===== src/rtl/ti_share_refresh_reg_if.sv =====
// Handshake bundle for the TI share refresh register: upstream shares, fresh
// randomness, and the downstream head entry with its occupancy.
interface ti_share_refresh_reg_if #(
  parameter int NSHARE = 3,
  parameter int WIDTH  = 4
);
  logic [NSHARE*WIDTH-1:0]     in_shares;
  logic                        in_valid;
  logic                        in_ready;
  logic [(NSHARE-1)*WIDTH-1:0] rnd;
  logic                        rnd_valid;
  logic                        rnd_ack;
  logic [NSHARE*WIDTH-1:0]     out_shares;
  logic                        out_valid;
  logic                        out_ready;
  logic [1:0]                  occupancy;

  // master drives the stage (producer plus consumer side), slave is the stage
  modport master (
    output in_shares, in_valid, rnd, rnd_valid, out_ready,
    input  in_ready, rnd_ack, out_shares, out_valid, occupancy
  );

  modport slave (
    input  in_shares, in_valid, rnd, rnd_valid, out_ready,
    output in_ready, rnd_ack, out_shares, out_valid, occupancy
  );
endinterface


===== src/rtl/ti_share_refresh_reg.sv =====
// Glitch-barrier register after the TI S-box bank: optional remask on capture,
// 2-entry skid buffer, outputs driven straight from flops.
module ti_share_refresh_reg #(
  parameter int NSHARE  = 3,
  parameter int WIDTH   = 4,
  parameter int REFRESH = 1
) (
  input logic                   clk,
  input logic                   rst,
  ti_share_refresh_reg_if.slave bus
);

  localparam int DW = NSHARE * WIDTH;

  typedef enum logic [1:0] {
    EMPTY = 2'd0,
    ONE   = 2'd1,
    FULL  = 2'd2
  } fill_e;

  fill_e         state, state_next;
  logic [DW-1:0] head, tail;
  logic [DW-1:0] masked;
  logic          rnd_ok, accept, pop;
  logic          load_head, load_tail, move_tail;

  // Remask keeps the XOR of all shares unchanged: every r_j is applied twice.
  generate
    if (REFRESH != 0) begin : g_refresh
      logic [WIDTH-1:0] rnd_sum;

      always_comb begin
        rnd_sum = '0;
        for (int j = 0; j < NSHARE - 1; j++)
          rnd_sum ^= bus.rnd[j*WIDTH +: WIDTH];
      end

      always_comb begin
        masked = bus.in_shares;
        for (int i = 0; i < NSHARE - 1; i++)
          masked[i*WIDTH +: WIDTH] = bus.in_shares[i*WIDTH +: WIDTH] ^ bus.rnd[i*WIDTH +: WIDTH];
        masked[(NSHARE-1)*WIDTH +: WIDTH] = bus.in_shares[(NSHARE-1)*WIDTH +: WIDTH] ^ rnd_sum;
      end

      assign rnd_ok = bus.rnd_valid;
    end else begin : g_pass
      assign masked = bus.in_shares;
      assign rnd_ok = 1'b1;
    end
  endgenerate

  // in_ready never looks at out_ready, so a full buffer cannot pass data through.
  assign bus.in_ready = (state != FULL) && rnd_ok;
  assign accept       = bus.in_valid && bus.in_ready;
  assign pop          = bus.out_valid && bus.out_ready;
  assign bus.rnd_ack  = accept && (REFRESH != 0);

  assign bus.out_valid  = (state != EMPTY);
  assign bus.out_shares = head;
  assign bus.occupancy  = state;

  always_ff @(posedge clk) begin
    // NOTE: sequential state uses non-blocking assignments so every flop samples pre-edge values.
    if (rst) state <= EMPTY;
    else     state <= state_next;
  end

  always_comb begin
    // NOTE: defaults first so no path through the case leaves a signal unassigned (no latches).
    state_next = state;
    load_head  = 1'b0;
    load_tail  = 1'b0;
    move_tail  = 1'b0;
    case (state)
      EMPTY: if (accept) begin
        load_head  = 1'b1;
        state_next = ONE;
      end
      ONE: begin
        if (accept && pop) begin
          load_head = 1'b1;
        end else if (accept) begin
          load_tail  = 1'b1;
          state_next = FULL;
        end else if (pop) begin
          state_next = EMPTY;
        end
      end
      FULL: if (pop) begin
        move_tail  = 1'b1;
        state_next = ONE;
      end
      default: state_next = EMPTY;
    endcase
  end

  // Only head feeds out_shares; tail may change freely without glitching the output.
  always_ff @(posedge clk) begin
    // NOTE: entries are cleared on reset so out_shares reads 0 and no stale share survives.
    if (rst) begin
      head <= '0;
      tail <= '0;
    end else begin
      if (load_head)      head <= masked;
      else if (move_tail) head <= tail;
      if (load_tail)      tail <= masked;
    end
  end

endmodule


===== src/flat_wrapper.sv =====
// flat-port wrapper written by rule: the top's interface ports become plain ports
module ti_share_refresh_reg_flat 
#(
  parameter int NSHARE  = 3,
  parameter int WIDTH   = 4,
  parameter int REFRESH = 1
)
  (clk, rst, bus_in_shares, bus_in_valid, bus_rnd, bus_rnd_valid, bus_out_ready, bus_in_ready, bus_rnd_ack, bus_out_shares, bus_out_valid, bus_occupancy);
  ti_share_refresh_reg_if #(.NSHARE(NSHARE), .WIDTH(WIDTH)) bus_i ();
  input logic clk;
  input logic rst;
  input wire logic [$bits(bus_i.in_shares)-1:0] bus_in_shares;
  input wire logic [$bits(bus_i.in_valid)-1:0] bus_in_valid;
  input wire logic [$bits(bus_i.rnd)-1:0] bus_rnd;
  input wire logic [$bits(bus_i.rnd_valid)-1:0] bus_rnd_valid;
  input wire logic [$bits(bus_i.out_ready)-1:0] bus_out_ready;
  output wire logic [$bits(bus_i.in_ready)-1:0] bus_in_ready;
  output wire logic [$bits(bus_i.rnd_ack)-1:0] bus_rnd_ack;
  output wire logic [$bits(bus_i.out_shares)-1:0] bus_out_shares;
  output wire logic [$bits(bus_i.out_valid)-1:0] bus_out_valid;
  output wire logic [$bits(bus_i.occupancy)-1:0] bus_occupancy;
  assign bus_i.in_shares = bus_in_shares;
  assign bus_i.in_valid = bus_in_valid;
  assign bus_i.rnd = bus_rnd;
  assign bus_i.rnd_valid = bus_rnd_valid;
  assign bus_i.out_ready = bus_out_ready;
  assign bus_in_ready = bus_i.in_ready;
  assign bus_rnd_ack = bus_i.rnd_ack;
  assign bus_out_shares = bus_i.out_shares;
  assign bus_out_valid = bus_i.out_valid;
  assign bus_occupancy = bus_i.occupancy;
  ti_share_refresh_reg #(.NSHARE(NSHARE), .WIDTH(WIDTH), .REFRESH(REFRESH)) u_core (.clk(clk), .rst(rst), .bus(bus_i));
endmodule

===== config.mk =====
export PLATFORM = sky130hd
export DESIGN_NAME = ti_share_refresh_reg_flat
export DESIGN_NICKNAME = d
export VERILOG_FILES = /design/src/rtl/ti_share_refresh_reg_if.sv /design/src/rtl/ti_share_refresh_reg.sv /design/src/flat_wrapper.sv
export SDC_FILE = /design/constraint.sdc
export NUM_CORES = 1
export LEC_CHECK = 0
export ABC_CLOCK_PERIOD_IN_PS = 2000
export CAP_MARGIN = 20
export CORE_ASPECT_RATIO = 1.5
export CORE_MARGIN = 4
export CORE_UTILIZATION = 47
export DETAILED_ROUTE_END_ITERATION = 8
export PLACE_DENSITY = 0.83
export SLEW_MARGIN = 25
export SYNTH_ARGS = -nofsm -noshare
export SYNTH_HDL_FRONTEND = slang
export SYNTH_SLANG_ARGS = --single-unit
export TNS_END_PERCENT = 5

===== constraint.sdc =====
create_clock -name clk -period 2 [get_ports clk]
set_input_delay 0.2 -clock clk [delete_from_list [all_inputs] [get_ports clk]]
set_output_delay 0.2 -clock clk [all_outputs]
set_load 0.005 [all_outputs]

Yosys cells after proc, flatten, opt, wreduce, memory -nomap -nowiden
Cells that the tools add are included.
{ "totals": {"ff_bits": 26, "out_inout_bits": 17, "elab_cells": 37} }
{ "classes": {"mux": 15, "n_reduce_logical": 8, "bitwise_logic": 4, "n_eq_ne": 7} }
{ "ops": {"columns": ["operator", "count"], "rows": [
  ["$mux 12", 2],
  ["$xor 4x4->4", 4],
  ["$mux 2", 5],
  ["$mux 1", 6],
  ["$pmux 2 s3", 1],
  ["$logic_and 1x1->1", 4],
  ["$ne 2x1->1 const B", 2],
  ["$ne 2x2->1 const B", 2],
  ["$reduce_and 4->1", 1],
  ["$reduce_bool 2->1", 2],
  ["$ne 3x1->1 const B", 1],
  ["$eq 2x1->1 const B", 1],
  ["$eq 2x2->1 const B", 1],
  ["$logic_not 2->1", 1],
  ["$pmux 1 s2", 1]
]} }

Logic depth before layout (Yosys ltp)
{ "depth": {"ltp_word": 7, "depth_mapped": 6} }

Worst setup path before layout
Ideal clock, no wire load.
{ "synth_path": {"kind": "reg-to-reg", "from": "reg u_core.state[1] (netlist: u_core.bus.occupancy[1])", "to": "reg u_core.tail[3]", "stages_incl_launch_ff": 6, "n_path_buf": 2, "setup_slack_ps": 730, "synth_period_minus_slack_ps": 1270, "arrival_time_ps": 1142, "setup_ps": 128, "path_cell_list": "dfxtp_1 buf_4 nor3_4 buf_6 mux2i_1 nor2_1"} }
{ "synth_between": {"elab_chain_len": 6, "elab_cells_between_ends": 10, "cone_classes": "2 x eq/ne; 3 x mux; 5 x reduce/logical"} }
{ "synth_lines": {"columns": ["element", "line", "source"], "rows": [
  ["start, declared", "ti_share_refresh_reg.sv:21", "fill_e state, state_next;"],
  ["start signal, assigned", "ti_share_refresh_reg.sv:65", "else state <= state_next;"],
  ["$ne 2x2->1", "ti_share_refresh_reg.sv:53", "assign bus.in_ready = (state != FULL) && rnd_ok;"],
  ["$logic_and 1x1->1", "ti_share_refresh_reg.sv:53", null],
  ["$logic_and 1x1->1", "ti_share_refresh_reg.sv:54", "assign accept = bus.in_valid && bus.in_ready;"],
  ["$mux 1 / $logic_and 1x1->1 (equally long branches)", "ti_share_refresh_reg.sv:82, ti_share_refresh_reg.sv:80", null],
  ["$mux 1", "ti_share_refresh_reg.sv:80", "if (accept && pop) begin"],
  ["$mux 1 *", "ti_share_refresh_reg.sv:74", "case (state)"],
  ["end signal, assigned", "ti_share_refresh_reg.sv:106", "if (load_tail) tail <= masked;"],
  ["end, declared", "ti_share_refresh_reg.sv:22", "logic [DW-1:0] head, tail;"]
]} }
Mark *: on every way between the ends. The rest lies on a longest branch, timed or not.
A chain may end at the register's enable or synchronous reset.

Worst setup path after layout
{ "layout_path": {"from": "reg u_core.state[1] (netlist: u_core.bus.occupancy[1])", "to": "out bus_in_ready"} }
{ "layout_between": {"elab_chain_len": 2} }
{ "layout_lines": {"columns": ["element", "line", "source"], "rows": [
  ["$ne 2x2->1", "ti_share_refresh_reg.sv:53", null],
  ["$logic_and 1x1->1", "ti_share_refresh_reg.sv:53", null],
  ["end, declared", "flat_wrapper.sv:17", "output wire logic [$bits(bus_i.in_ready)-1:0] bus_in_ready;"]
]} }
No other way between the ends.

==> results.md <==
- WP data arrival: 1.64 ns
- CTS root buffer: clkbuf_4
- First-pass GRT wire length: roughly 4400 µm
- Clock power share: 26.0%
- Synth top area share: 42.89%
- Chip Height: ~70 µm
- Initial DRC count: 30
- N_diodes: 0
- Largest area contributor in the netlist: dfxtp_1
- Crit path launch type: flop
- Hold Path Class: reg -> reg
- Largest net degree at the start of global routing: 27
- Fin Setup TNS: 0 ns
- H-tree Lvls: 1
- Count of pins over their slew limit: 0
- Vias in the first global route: between 900 and 1000
- Critical Path Sink Type: primary output
- Clock buffer depth: 2
- I/O pins: 42
- Share of layout cells above drive strength 1: 7.692%
- Total number of yosys warnings: 0
- CTS resizes: 0
- Internal: 770.2 µW
- Total GRT Usage: roughly 16%
- Port bufs: a little over 40
- Post-synth net total: 154
- CORE AREA: 2450 µm²
- Die width: slightly below 50 µm
- # nets final: 195
- Synth Cell Area: 1214 µm²
- Row cnt: 22
- Synth area leaders: dfxtp_1 (43%), mux2i_1 (11%), a22oi_1 (7.4%), a21oi_1 (5.8%), xnor2_1 (5.8%)
- Average wire per standard cell: 13.64 µm
- Routed Antenna Nets: 0
- Max-Cap Viols: 0
- Total grt overflow: 0
- Clk sink count: 26
- Most common cell after layout, fill and taps aside: clkdlybuf4s50_1
- Sequential element share of the synthesized area: 42.89%
- Minimum clock period: approximately 1.8 ns
- Synth-to-Final Area Change: 36.91%
- Clk_skew: approximately 0.010 ns
- Cell Pwr Density: between 600 and 700 nW/µm²
- TritonCTS clock tree: yes
- Status: finished, final reports clean
- Drt first pass iters: 6
- Worst slew pin tran: 0.7886 ns
- WHS: ~0.47 ns
- Initial Util: around half
- Headroom to the max-slew limit: 47.14%
- # fillers: between 200 and 250
- Mapped Avg Cell Area: roughly 9.4 µm²
- Later-pin clock latency in the skew report: between 0.3 and 0.4 ns
- Setup Crit Path Kind: reg -> out
- Max Fclk: roughly 540 MHz
- Final Hold Vio Count: 0
- Vias per inst: between 5 and 6
- Placed Area: around 1600 µm²
- Post-DP HPWL: 1971 µm
- Yosys reg bits: 26
- RSZ-0062 raised after global routing: false
- Switch Pwr: about 250 µW
- Synth Instances: roughly 130
- CP max FO: 9
- Routability cong.: a little over 0.7
- Max VDD drop: roughly 0.47 mV
- Combinational power share: about 20%
- Vias: 1045
- Final Cell Area: between 1500 and 2000 µm²
- Most frequent cells in the layout: clkdlybuf4s50_1 (41), dfxtp_1 (26), nor2_1 (15)
- # setup viols final: 0
- WL final: 2632 µm
- Sw frac: between 20% and 30%
- WP data required: between 1.5 and 2 ns
- Reg power frac: roughly 54%
- Worst-path clk slew: roughly 0.13 ns
- DIE AREA: roughly 3500 µm²
- Leak: 0.0005942 µW
- Hold-fix buffers at CTS: 0
- Synth cell types: 22
- CTS buffer count: 3
- Setup bufs post-CTS: 0
- Tcrit/Tclk final: about nine tenths
- Antenna violations before repair: 0
- DR DRC count: 0
==> synth_stat cells <==
master and count:
nand2_1 12, xnor2_1 8, buf_4 1, clkbuf_1 3
dfxtp_1 26, inv_1 1, mux2i_1 13, and3b_1 2
nand2b_4 1, buf_2 2, a22oi_1 12, nor2_1 15
a21oi_2 1, o22a_1 1, a21oi_1 14, nand2_2 1
xor2_1 8, or2_2 1, nor3_2 1, buf_6 2
nor3_4 1, nor2b_1 3
==> logic make-up (layout without fill, tap and decap cells) <==
kind of cell | count (synthesis) | after routing | share of synthesized area, %
buf+inv | 9 | 49 | 4.536
mux | 13 | 13 | 10.72
simple gates | 37 | 37 | 15.67
compound gates | 28 | 28 | 14.64
xor+xnor | 16 | 16 | 11.55
flops | 26 | 26 | 42.89
==> power by group through the flow <==
stage | registers [µW] | logic (µW) | clock network, µW
floorplan | 561 | 97.1 | 0
global placement | 560 | 203 | 0
detailed placement | 561 | 207 | 0
CTS | 550 | 208 | 271
global route | 552 | 225 | 292
finish | 550 | 206 | 266
==> sequential cells by signal, indices dropped and copies added (netlist names) <==
signal / count
u_core.bus.out_shares: 12
u_core.tail: 12
u_core.bus.occupancy: 2
==> per-stage QoR <==
stage | power (µW) | cells | setup WS (ns) | utilization (%)
after floorplan | 658.0 | 129 | 0.7301 | -
after global placement | 763.0 | 189 | 0.1419 | 66.34
after detailed placement | 768.5 | 189 | 0.09737 | 66.34
after CTS | 1030 | 193 | 0.1292 | 67.82
after global routing | 1069 | 193 | 0.06588 | 67.82
final | 1021 | 193 | 0.1633 | 67.82
==> critical path, stage by stage, from the launching register on <==
cell	delay (ns)
dfxtp_1	0.53
nor2b_1	0.26
nor2b_1	0.08
clkdlybuf4s50_1	0.45
==> per-layer routing <==
layer,share of wire (%),vias to the layer above,wire (µm),track usage [%]
met5,0,-,0,0
met3,5.1,5,133,2.345
met4,1.8,0,47,8.000
met2,55,32,1449,28.66
met1,38,486,1001,17.40
li1,-,522,-,-
==> final cells by class <==
cell class                 count  area [µm²]  area share (%)
inverter                       1       3.754          0.2259
sequential                    26       520.5           31.33
timing repair buffer          44       432.9           26.05
multi-input combinational     94       638.1           38.40
clock buffer                   4       36.28           2.184
tap                           24       30.03           1.807
==> path summary, 6_finish.rpt <==
kind | start | end | slack (ns) | cells after the start
hold / removal | u_core.bus.out_shares[5] | u_core.bus.out_shares[5] | 0.47 | 2
hold reg to reg | u_core.bus.out_shares[5] | u_core.bus.out_shares[5] | 0.47 | 2
setup reg to reg | u_core.bus.occupancy[0] | u_core.bus.out_shares[7] | 0.38 | 4
setup / recovery | u_core.bus.occupancy[1] | bus_in_ready | 0.16 | 3
No activity file was read; power rests on OpenSTA's default activity.
